### src/rtl/fft_mem_arbiter.sv
// Single-port FFT sample memory arbiter: engine vs. host, one access per cycle,
// tagged read return after a fixed latency, bounded host starvation.
module fft_mem_arbiter #(
    parameter int DATA_W        = 32,
    parameter int ADDR_W        = 16,
    parameter int DEPTH         = 2048,
    parameter int RD_LAT        = 1,
    parameter int HOST_MAX_WAIT = 16
) (
    input  logic              clk_i,
    input  logic              reset_n_i,
    input  logic              fft_busy_i,
    input  logic              eng_req_i,
    input  logic              eng_we_i,
    input  logic [ADDR_W-1:0] eng_addr_i,
    input  logic [DATA_W-1:0] eng_wdata_i,
    output logic              eng_gnt_o,
    output logic              eng_rvalid_o,
    output logic [DATA_W-1:0] eng_rdata_o,
    input  logic              host_req_i,
    input  logic              host_we_i,
    input  logic [ADDR_W-1:0] host_addr_i,
    input  logic [DATA_W-1:0] host_wdata_i,
    output logic              host_gnt_o,
    output logic              host_rvalid_o,
    output logic [DATA_W-1:0] host_rdata_o,
    output logic              mem_write_o,
    output logic              mem_en_o,
    output logic [ADDR_W-1:0] mem_addr_o,
    output logic [DATA_W-1:0] mem_data_o,
    input  logic [DATA_W-1:0] mem_data_i,
    output logic              addr_err_o,
    output logic [7:0]        err_count_o
);

    localparam int              WAIT_W   = (HOST_MAX_WAIT < 1) ? 1 : $clog2(HOST_MAX_WAIT + 1);
    localparam logic [ADDR_W:0] LP_DEPTH = (ADDR_W + 1)'(DEPTH);
    localparam logic            OWN_ENG  = 1'b0;
    localparam logic            OWN_HOST = 1'b1;

    logic              r_last_owner;
    logic [WAIT_W-1:0] r_host_wait;
    logic [RD_LAT-1:0] r_tag_vld;
    logic [RD_LAT-1:0] r_tag_own;
    logic [RD_LAT-1:0] r_tag_oor;
    logic              r_addr_err;
    logic [7:0]        r_err_count;

    logic              w_eng_gnt;
    logic              w_host_gnt;
    logic              w_any_gnt;
    logic              w_host_starved;
    logic              w_sel_we;
    logic              w_sel_oor;
    logic [ADDR_W-1:0] w_sel_addr;
    logic [DATA_W-1:0] w_sel_wdata;
    logic              w_ret_vld;
    logic              w_ret_own;
    logic [DATA_W-1:0] w_ret_data;

    assign w_host_starved = (r_host_wait >= WAIT_W'(HOST_MAX_WAIT));
    assign w_any_gnt      = w_eng_gnt | w_host_gnt;

    // Grant decision; a starved host overrides both RR and engine priority on a tie
    always_comb begin
        w_eng_gnt  = 1'b0;
        w_host_gnt = 1'b0;
        if (!reset_n_i) begin
            w_eng_gnt  = 1'b0;
            w_host_gnt = 1'b0;
        end else if (eng_req_i && host_req_i) begin
            if (w_host_starved) begin
                w_host_gnt = 1'b1;
            end else if (fft_busy_i) begin
                w_eng_gnt = 1'b1;
            end else if (r_last_owner == OWN_HOST) begin
                w_eng_gnt = 1'b1;
            end else begin
                w_host_gnt = 1'b1;
            end
        end else if (eng_req_i) begin
            w_eng_gnt = 1'b1;
        end else if (host_req_i) begin
            w_host_gnt = 1'b1;
        end else begin
            w_eng_gnt  = 1'b0;
            w_host_gnt = 1'b0;
        end
    end

    // Select the granted requester's access; everything is zero without a grant
    always_comb begin
        w_sel_we    = 1'b0;
        w_sel_addr  = '0;
        w_sel_wdata = '0;
        if (w_eng_gnt) begin
            w_sel_we    = eng_we_i;
            w_sel_addr  = eng_addr_i;
            w_sel_wdata = eng_wdata_i;
        end else if (w_host_gnt) begin
            w_sel_we    = host_we_i;
            w_sel_addr  = host_addr_i;
            w_sel_wdata = host_wdata_i;
        end else begin
            w_sel_we    = 1'b0;
            w_sel_addr  = '0;
            w_sel_wdata = '0;
        end
        w_sel_oor = w_any_gnt & ({1'b0, w_sel_addr} >= LP_DEPTH);
    end

    // Out-of-range accesses are granted but never reach the memory array
    assign mem_en_o    = w_any_gnt & ~w_sel_oor;
    assign mem_write_o = w_any_gnt & w_sel_we & ~w_sel_oor;
    assign mem_addr_o  = w_sel_addr;
    assign mem_data_o  = w_sel_wdata;

    // Arbitration history: last owner and host hold-off counter
    always_ff @(posedge clk_i or negedge reset_n_i) begin
        if (!reset_n_i) begin
            r_last_owner <= OWN_HOST;
            r_host_wait  <= '0;
        end else begin
            if (w_eng_gnt) begin
                r_last_owner <= OWN_ENG;
            end else if (w_host_gnt) begin
                r_last_owner <= OWN_HOST;
            end else begin
                r_last_owner <= r_last_owner;
            end
            if (host_req_i && !w_host_gnt) begin
                if (!w_host_starved) begin
                    r_host_wait <= r_host_wait + WAIT_W'(1);
                end else begin
                    r_host_wait <= r_host_wait;
                end
            end else begin
                r_host_wait <= '0;
            end
        end
    end

    // Out-of-range pulse and saturating error counter
    always_ff @(posedge clk_i or negedge reset_n_i) begin
        if (!reset_n_i) begin
            r_addr_err  <= 1'b0;
            r_err_count <= 8'd0;
        end else begin
            r_addr_err <= w_sel_oor;
            if (w_sel_oor && (r_err_count != 8'hFF)) begin
                r_err_count <= r_err_count + 8'd1;
            end else begin
                r_err_count <= r_err_count;
            end
        end
    end

    assign addr_err_o  = r_addr_err;
    assign err_count_o = r_err_count;

    // Read tag pipeline, aligned with the memory read latency
    always_ff @(posedge clk_i or negedge reset_n_i) begin
        if (!reset_n_i) begin
            r_tag_vld <= '0;
            r_tag_own <= '0;
            r_tag_oor <= '0;
        end else begin
            r_tag_vld[0] <= w_any_gnt & ~w_sel_we;
            r_tag_own[0] <= w_host_gnt;
            r_tag_oor[0] <= w_sel_oor;
            for (int i = 1; i < RD_LAT; i++) begin
                r_tag_vld[i] <= r_tag_vld[i-1];
                r_tag_own[i] <= r_tag_own[i-1];
                r_tag_oor[i] <= r_tag_oor[i-1];
            end
        end
    end

    assign w_ret_vld  = r_tag_vld[RD_LAT-1];
    assign w_ret_own  = r_tag_own[RD_LAT-1];
    assign w_ret_data = r_tag_oor[RD_LAT-1] ? '0 : mem_data_i;

    // Steer returning read data to its owner only
    always_comb begin
        eng_rvalid_o  = 1'b0;
        eng_rdata_o   = '0;
        host_rvalid_o = 1'b0;
        host_rdata_o  = '0;
        if (w_ret_vld && (w_ret_own == OWN_HOST)) begin
            host_rvalid_o = 1'b1;
            host_rdata_o  = w_ret_data;
        end else if (w_ret_vld) begin
            eng_rvalid_o = 1'b1;
            eng_rdata_o  = w_ret_data;
        end else begin
            eng_rvalid_o  = 1'b0;
            host_rvalid_o = 1'b0;
        end
    end

    assign eng_gnt_o  = w_eng_gnt;
    assign host_gnt_o = w_host_gnt;

endmodule

### config.mk
export PLATFORM = sky130hd
export DESIGN_NAME = fft_mem_arbiter
export DESIGN_NICKNAME = d
export VERILOG_FILES = /design/src/rtl/fft_mem_arbiter.sv
export SDC_FILE = /design/constraint.sdc
export NUM_CORES = 1
export LEC_CHECK = 0
export CAP_MARGIN = 20
export CORE_AREA = 3 3 101 103
export CTS_CLUSTER_DIAMETER = 50
export DETAILED_ROUTE_END_ITERATION = 7
export DIE_AREA = 0 0 104 106
export GPL_ROUTABILITY_DRIVEN = 0
export PLACE_DENSITY_LB_ADDON = 0.3
export SYNTH_ARGS = -nofsm -noshare
export SYNTH_HDL_FRONTEND = slang
export SYNTH_SLANG_ARGS = --single-unit
export TNS_END_PERCENT = 50
### constraint.sdc
create_clock -name clk_i -period 5.2 [get_ports clk_i]
set_input_delay 1.56 -clock clk_i [delete_from_list [all_inputs] [get_ports clk_i]]
set_output_delay 1.56 -clock clk_i [all_outputs]
set_load 0.01 [all_outputs]
==> flow_summary.toml, run 1 <==
[timing]
fin_crit_sh_pct = 97.2
rsz0062_at_grt = "no"
setup_viol = 0
worst_slack_ps = 144
period_needed_ps = 5060
relSlewSlack_pct = 48.8
worst_pin_slew_ps = 769
hold_violations = 0
timing.setup.tns_ps = 0
slew_violations = 0
finClkSkew_ps = 1.37
fmax_mhz = 198

[yosys]
synth_cell_types = 30
yosys_warnings = 0
synth_fp_nets = 386
syn_inst = 248
ys_seq_area_share_pct = 23.5
synth.avg_cell_area_um2 = 7.34
syn_area_um2 = 1820
ys_ff_latch = 17

[cts]
ctsResizeCount = 0
clk_latency_ps = 250
cts_sinks = 17
hold_buffers = 0
clk_pin_slew_worst_paths_ps = 60
clockBufferDepth = 2
htree_levels = 1
cts_root_buffer = "clkbuf_8"
cts_setup_buffers = 0
cts_tree = "done"
cts_inserted_buffers = 3

[setup_path]
cp-start-kind = "input pin"
crit_end = "mem_write_o"
cpMaxStageDelayCell = "clkdlybuf4s50_1"
cp.buffers_inverters = 2
critical_path_arrival_ps = 3500
rr_worst_depth = 6
criticalPathCategory = "in2out"
crit_chain = "clkdlybuf4s50_1 -> o21bai_4 -> o211a_1 -> a22o_4 -> nor3_1 -> clkdlybuf4s50_1"
timing.rr.end = "err_count_o[1]"
cp.depth = 6
cpMostUsedCell = "clkdlybuf4s50_1"
crit_required_ps = 3640
rr_startpoint = "r_host_wait[4]"
cp_top_family = "buffers and inverters"
startpoint = "fft_busy_i"
path_max_fanout = 3
cp-end-kind = "output port"
cp_slowest_stage_delay_ps = 570
reg2reg_slack_ps = 3240

[worst_hold_path]
hp-class = "reg2reg"
hold_depth = 1

[finish]
layout_common_cells = "clkdlybuf4s50_1 (261), nor2_1 (74), a22o_1 (48), nand2b_1 (35), dfrtp_1 (16)"
layout_commonest_cell = "clkdlybuf4s50_1"
finalInstanceArea_um2 = 4630
synthToLayoutAreaGrowth_pct = 155
drive_above_1_share_pct = 3.41
finish.cell_count_without_fillers = 627
fin_nets = 637
num_antenna_cells = 0

[die]
die_w_um = 104
dieHeight_um = 106
rows = 35
start_util_pct = 19.6
core_area_um2 = 9280
dieArea_um2 = 11000
num_io_pins = 262

[route]
drc = 0
vias = 2752
postRouteAntennaNets = 0
wl_per_cell_um = 15.4
dr.pass1.iters = 4
drt_iter0_drc = 96
drt-total-wl_um = 9690
vias_per_cell = 4.39

[global_route]
grt_pass1_wl_um = 14400
grt_pass1_vias = 2687
gr-total-overflow = 0
grt_usage_pct = 15.9
use_met3_pct = 4.25
grt_use_met1_pct = 18.2
antenna_found_initial = 0
top_usage_layer = "met2"
use_met2_pct = 30.2
grt_max_degree = 50

[placement]
place_inst = 622
place.port_buffers = 261
hpwl_um = 8200
dpl_worst_slack_ps = 169
placed_cell_area_um2 = 4570

[power]
vdd_ir_drop_max_v = 0.000140
power.density_nw_per_um2 = 161
p_leak_nw = 1.80

[flow_run]
maxCapViolCount = 0

[outcome]
status = "finished, final reports clean"
[cells by family after synthesis]
logic type	share of synthesized area (%)
xor gates and xnor gates	2.89
and+or+nand+nor	34.5
AOI/OAI and AO/OA	28.3
buffers and inverters	6.40
adders and majority gates	2.06
muxes	2.41
DFF	23.5
[worst reg2reg max path, cell delays in order (launching register included)]
cell      delay (ps)
dfrtp_1          460
o21bai_4         220
o211a_1          280
a22o_4           270
buf_4            170
nand2_1          110
mux2_2           340
[synthesized netlist by cell type]
library cell | number | area share [%]
a21oi_1 | 3 | 0.83
a21oi_2 | 1 | 0.48
a22o_1 | 48 | 23
a22o_4 | 1 | 0.96
a22oi_1 | 1 | 0.41
a31oi_1 | 2 | 0.69
and2_1 | 2 | 0.69
and3_1 | 2 | 0.69
and4b_1 | 1 | 0.55
buf_6 | 2 | 1.2
clkbuf_1 | 20 | 4.1
dfrtp_1 | 16 | 22
dfstp_2 | 1 | 1.4
ha_1 | 3 | 2.1
inv_1 | 5 | 1.0
mux2_2 | 3 | 1.9
mux2i_1 | 1 | 0.55
nand2_1 | 6 | 1.2
nand2b_1 | 35 | 12
nand3_1 | 1 | 0.27
nand4_1 | 5 | 1.7
nand4b_1 | 1 | 0.48
nor2_1 | 74 | 15
nor2b_1 | 2 | 0.69
nor3_1 | 3 | 0.83
o211a_1 | 1 | 0.55
o21ai_0 | 1 | 0.27
o21bai_4 | 1 | 1.0
xnor2_1 | 4 | 1.9
xor2_1 | 2 | 0.96
[power by group]
| part | switching (W) | internal [W] | total, W | leakage, nW |
|---|---|---|---|---|
| registers | 0.0000363 | 0.000163 | 0.000199 | 0.217 |
| clock network | 0.0000452 | 0.0000545 | 0.0000997 | 0.0228 |
| logic | 0.000164 | 0.000281 | 0.000446 | 1.56 |
[sequential cells by signal, indices dropped and copies added (netlist names)]
name	cells
err_count_o	8
r_last_owner	1
r_tag_own	1
r_tag_oor	1
r_tag_vld	1
r_host_wait	5
[through the flow]
step | utilization [%] | power, W | hold slack, ps
global route | 49.9 | 0.000792 | 540
global placement | 49.3 | 0.000642 | 490
CTS | 49.7 | 0.000753 | 512
detailed placement | 49.3 | 0.000651 | 502
finish | 49.9 | 0.000745 | 508
floorplan | - | 0.000368 | 499
[per-layer routing]
layer  routed length, um  vias up  part of all wire, %
li1                    -     1363                    -
met1                3730     1234                   39
met2                5040      150                   52
met3                 844        5                  8.7
met4                  67        0                 0.69
met5                   0        -                    0
[worst min-delay path by stage]
| stage | startpoint | to | slack, ps |
|---|---|---|---|
| 3_5_place_dp | err_count_o[5] | err_count_o[5] | 500 |
| 2_1_floorplan | r_last_owner | r_last_owner | 500 |
| 4_1_cts | err_count_o[5] | err_count_o[5] | 510 |
| 6_report | err_count_o[5] | err_count_o[5] | 510 |
| 3_3_place_gp | err_count_o[5] | err_count_o[5] | 490 |
| 5_1_grt | err_count_o[5] | err_count_o[5] | 540 |
[final cells by class]
| cell class | instances | area [um^2] |
|---|---|---|
| Timing Repair Buffer | 268 | 2700 |
| Tap cell | 129 | 161 |
| Fill cell | 920 | 4650 |
| Sequential cell | 17 | 427 |
| Inverter | 5 | 18.8 |
| Clock buffer | 4 | 45.0 |
| Multi-Input combinational cell | 204 | 1280 |
(Power assumes the default switching activity.)
==> inputs of run 2 (changes only) <==
- GPL_TIMING_DRIVEN: unset -> 0
- MAX_ROUTING_LAYER: unset -> met4
==> run 2 against run 1 <==
Highest routed layer unchanged. Global-route usage rose by 0.73 points. Largest cell class unchanged. Worst setup slack got worse by 100 ps. Via count rose by 4.1%. Combinational power rose by 0.9%.
==> flow_summary.toml, run 2 (synthesized netlist as in run 1, its figures left out) <==
[route]
wl_per_cell_um = 15.7
drc = 0
vias = 2864
drt_iter0_drc = 95
vias_per_cell = 4.46
dr.pass1.iters = 4
drt-total-wl_um = 10100
postRouteAntennaNets = 0

[global_route]
grt_max_degree = 21
gr-total-overflow = 0
grt_pass1_wl_um = 14600
grt_pass1_vias = 2859
grt_usage_pct = 16.7
antenna_found_initial = 0

[timing]
fmax_mhz = 194
worst_pin_slew_ps = 441
finClkSkew_ps = 3.87
relSlewSlack_pct = 70.6
fin_crit_sh_pct = 99.2
setup_viol = 0
rsz0062_at_grt = "yes"
period_needed_ps = 5160
hold_violations = 0
timing.setup.tns_ps = 0
slew_violations = 0

[cts]
cts_sinks = 17
cts_inserted_buffers = 3
clk_pin_slew_worst_paths_ps = 60
clk_latency_ps = 250
htree_levels = 1
hold_buffers = 0
clockBufferDepth = 2
cts_tree = "done"
cts_root_buffer = "clkbuf_8"

[outcome]
status = "finished, final reports clean"

[setup_path]
crit_chain = "clkdlybuf4s50_1 -> o21bai_4 -> o211a_1 -> buf_6 -> clkbuf_1 -> a22o_1 -> clkdlybuf4s50_1"
cpMostUsedCell = "clkdlybuf4s50_1"
startpoint = "fft_busy_i"
crit_required_ps = 3640
path_max_fanout = 10
rr_startpoint = "r_host_wait[4]"
crit_end = "mem_data_o[17]"
timing.rr.end = "err_count_o[1]"
cp-end-kind = "output port"
cp_top_family = "buffers and inverters"
reg2reg_slack_ps = 3230
cp-start-kind = "input pin"
cp_slowest_stage_delay_ps = 570
criticalPathCategory = "in2out"
cpMaxStageDelayCell = "clkdlybuf4s50_1"
rr_worst_depth = 7
critical_path_arrival_ps = 3600
cp.buffers_inverters = 4
cp.depth = 7

[finish]
fin_util_pct = 50.1
drive_above_1_share_pct = 4.09
fin_nets = 652
synthToLayoutAreaGrowth_pct = 156
fill_cells = 920
multi_input_area_um2 = 1280
layout_common_cells = "clkdlybuf4s50_1 (258), nor2_1 (74), a22o_1 (48), nand2b_1 (35), dfrtp_1 (16)"
seq_area_um2 = 427
largest_register_ffs = 8
num_antenna_cells = 0
layout_commonest_cell = "clkdlybuf4s50_1"

[die]
start_util_pct = 19.6
dieHeight_um = 106
num_io_pins = 262
dieArea_um2 = 11000
rows = 35
die_w_um = 104
core_area_um2 = 9280

[power]
power.internal_w = 0.000498
vdd_ir_drop_max_v = 0.0000960
p_clk_share_pct = 13.2
p_leak_nw = 1.83
p_switching_w = 0.000245
pwr-share-seq_pct = 26.2
pwr-share-comb_pct = 60.6
power.density_nw_per_um2 = 160
p_sw_share_pct = 33.0

[placement]
hpwl_um = 8830
place.port_buffers = 261

[worst_hold_path]
hp-class = "reg2reg"

[flow_run]
maxCapViolCount = 0
[run 2: cell types whose count changed in the layout (fill, tap and decap cells not counted), sizes merged]
cell | previous run | this run
clkdlybuf4s50 | 261 | 258
dlymetal6s2s | 0 | 1
clkbuf | 4 | 24
dlygate4sd2 | 0 | 1
buf | 7 | 3
[run 2: how the worst min path moves through the flow]
| stage | startpoint | end | slack, ps | depth (start not counted) |
|---|---|---|---|---|
| 4_1_cts | err_count_o[5] | err_count_o[5] | 500 | 1 |
| 3_3_place_gp | err_count_o[5] | err_count_o[5] | 490 | 1 |
| 5_1_grt | err_count_o[5] | err_count_o[5] | 510 | 1 |
| 2_1_floorplan | r_last_owner | r_last_owner | 500 | 2 |
| 6_report | err_count_o[5] | err_count_o[5] | 490 | 1 |
| 3_5_place_dp | err_count_o[5] | err_count_o[5] | 490 | 1 |
[run 2: routing by layer]
| metal | wire length [um] | vias up | track usage, % |
|---|---|---|---|
| li1 | - | 1395 | - |
| met1 | 3780 | 1287 | 17.2 |
| met2 | 5240 | 166 | 31.9 |
| met3 | 834 | 16 | 4.19 |
| met4 | 208 | 0 | 3.51 |
| met5 | 0 | - | - |
[run 2: through the flow]
| step | total power (W) | hold WS [ps] | setup WS (ps) | area [um^2] | cells |
|---|---|---|---|---|---|
| 2_1_floorplan | 0.000368 | 499 | 1020 | 1820 | 248 |
| 3_3_place_gp | 0.000643 | 487 | -776 | 4590 | 638 |
| 3_5_place_dp | 0.000651 | 490 | -808 | 4590 | 638 |
| 4_1_cts | 0.000751 | 501 | 11.0 | 4640 | 642 |
| 5_1_grt | 0.000792 | 514 | -52.0 | 4650 | 642 |
| 6_report | 0.000743 | 492 | 43.9 | 4650 | 642 |
[run 2: power by group through the flow]
stage          combinational (W)  clock (W)  sequential, W
4_1_cts                 0.000454   0.000101       0.000196
2_1_floorplan           0.000164          0       0.000204
3_5_place_dp            0.000452          0       0.000199
6_report                0.000450  0.0000980       0.000195
5_1_grt                 0.000483   0.000108       0.000201
3_3_place_gp            0.000447          0       0.000196
[run 2: area by class of cell]
type	count	area share [%]
Buffer	22	2.31
Inverter	5	0.403
Tap cell	129	3.47
Clock buffer	4	0.968
Multi-Input combinational cell	204	27.6
Timing Repair Buffer	261	56.1
Sequential cell	17	9.17
[run 2: timing repair]
action / in CTS / in global routing
resized for setup: 12 / 6
buffers inserted: 0 / 0
setup endpoints to repair: 52 / 46
hold endpoints to repair: 0 / 0
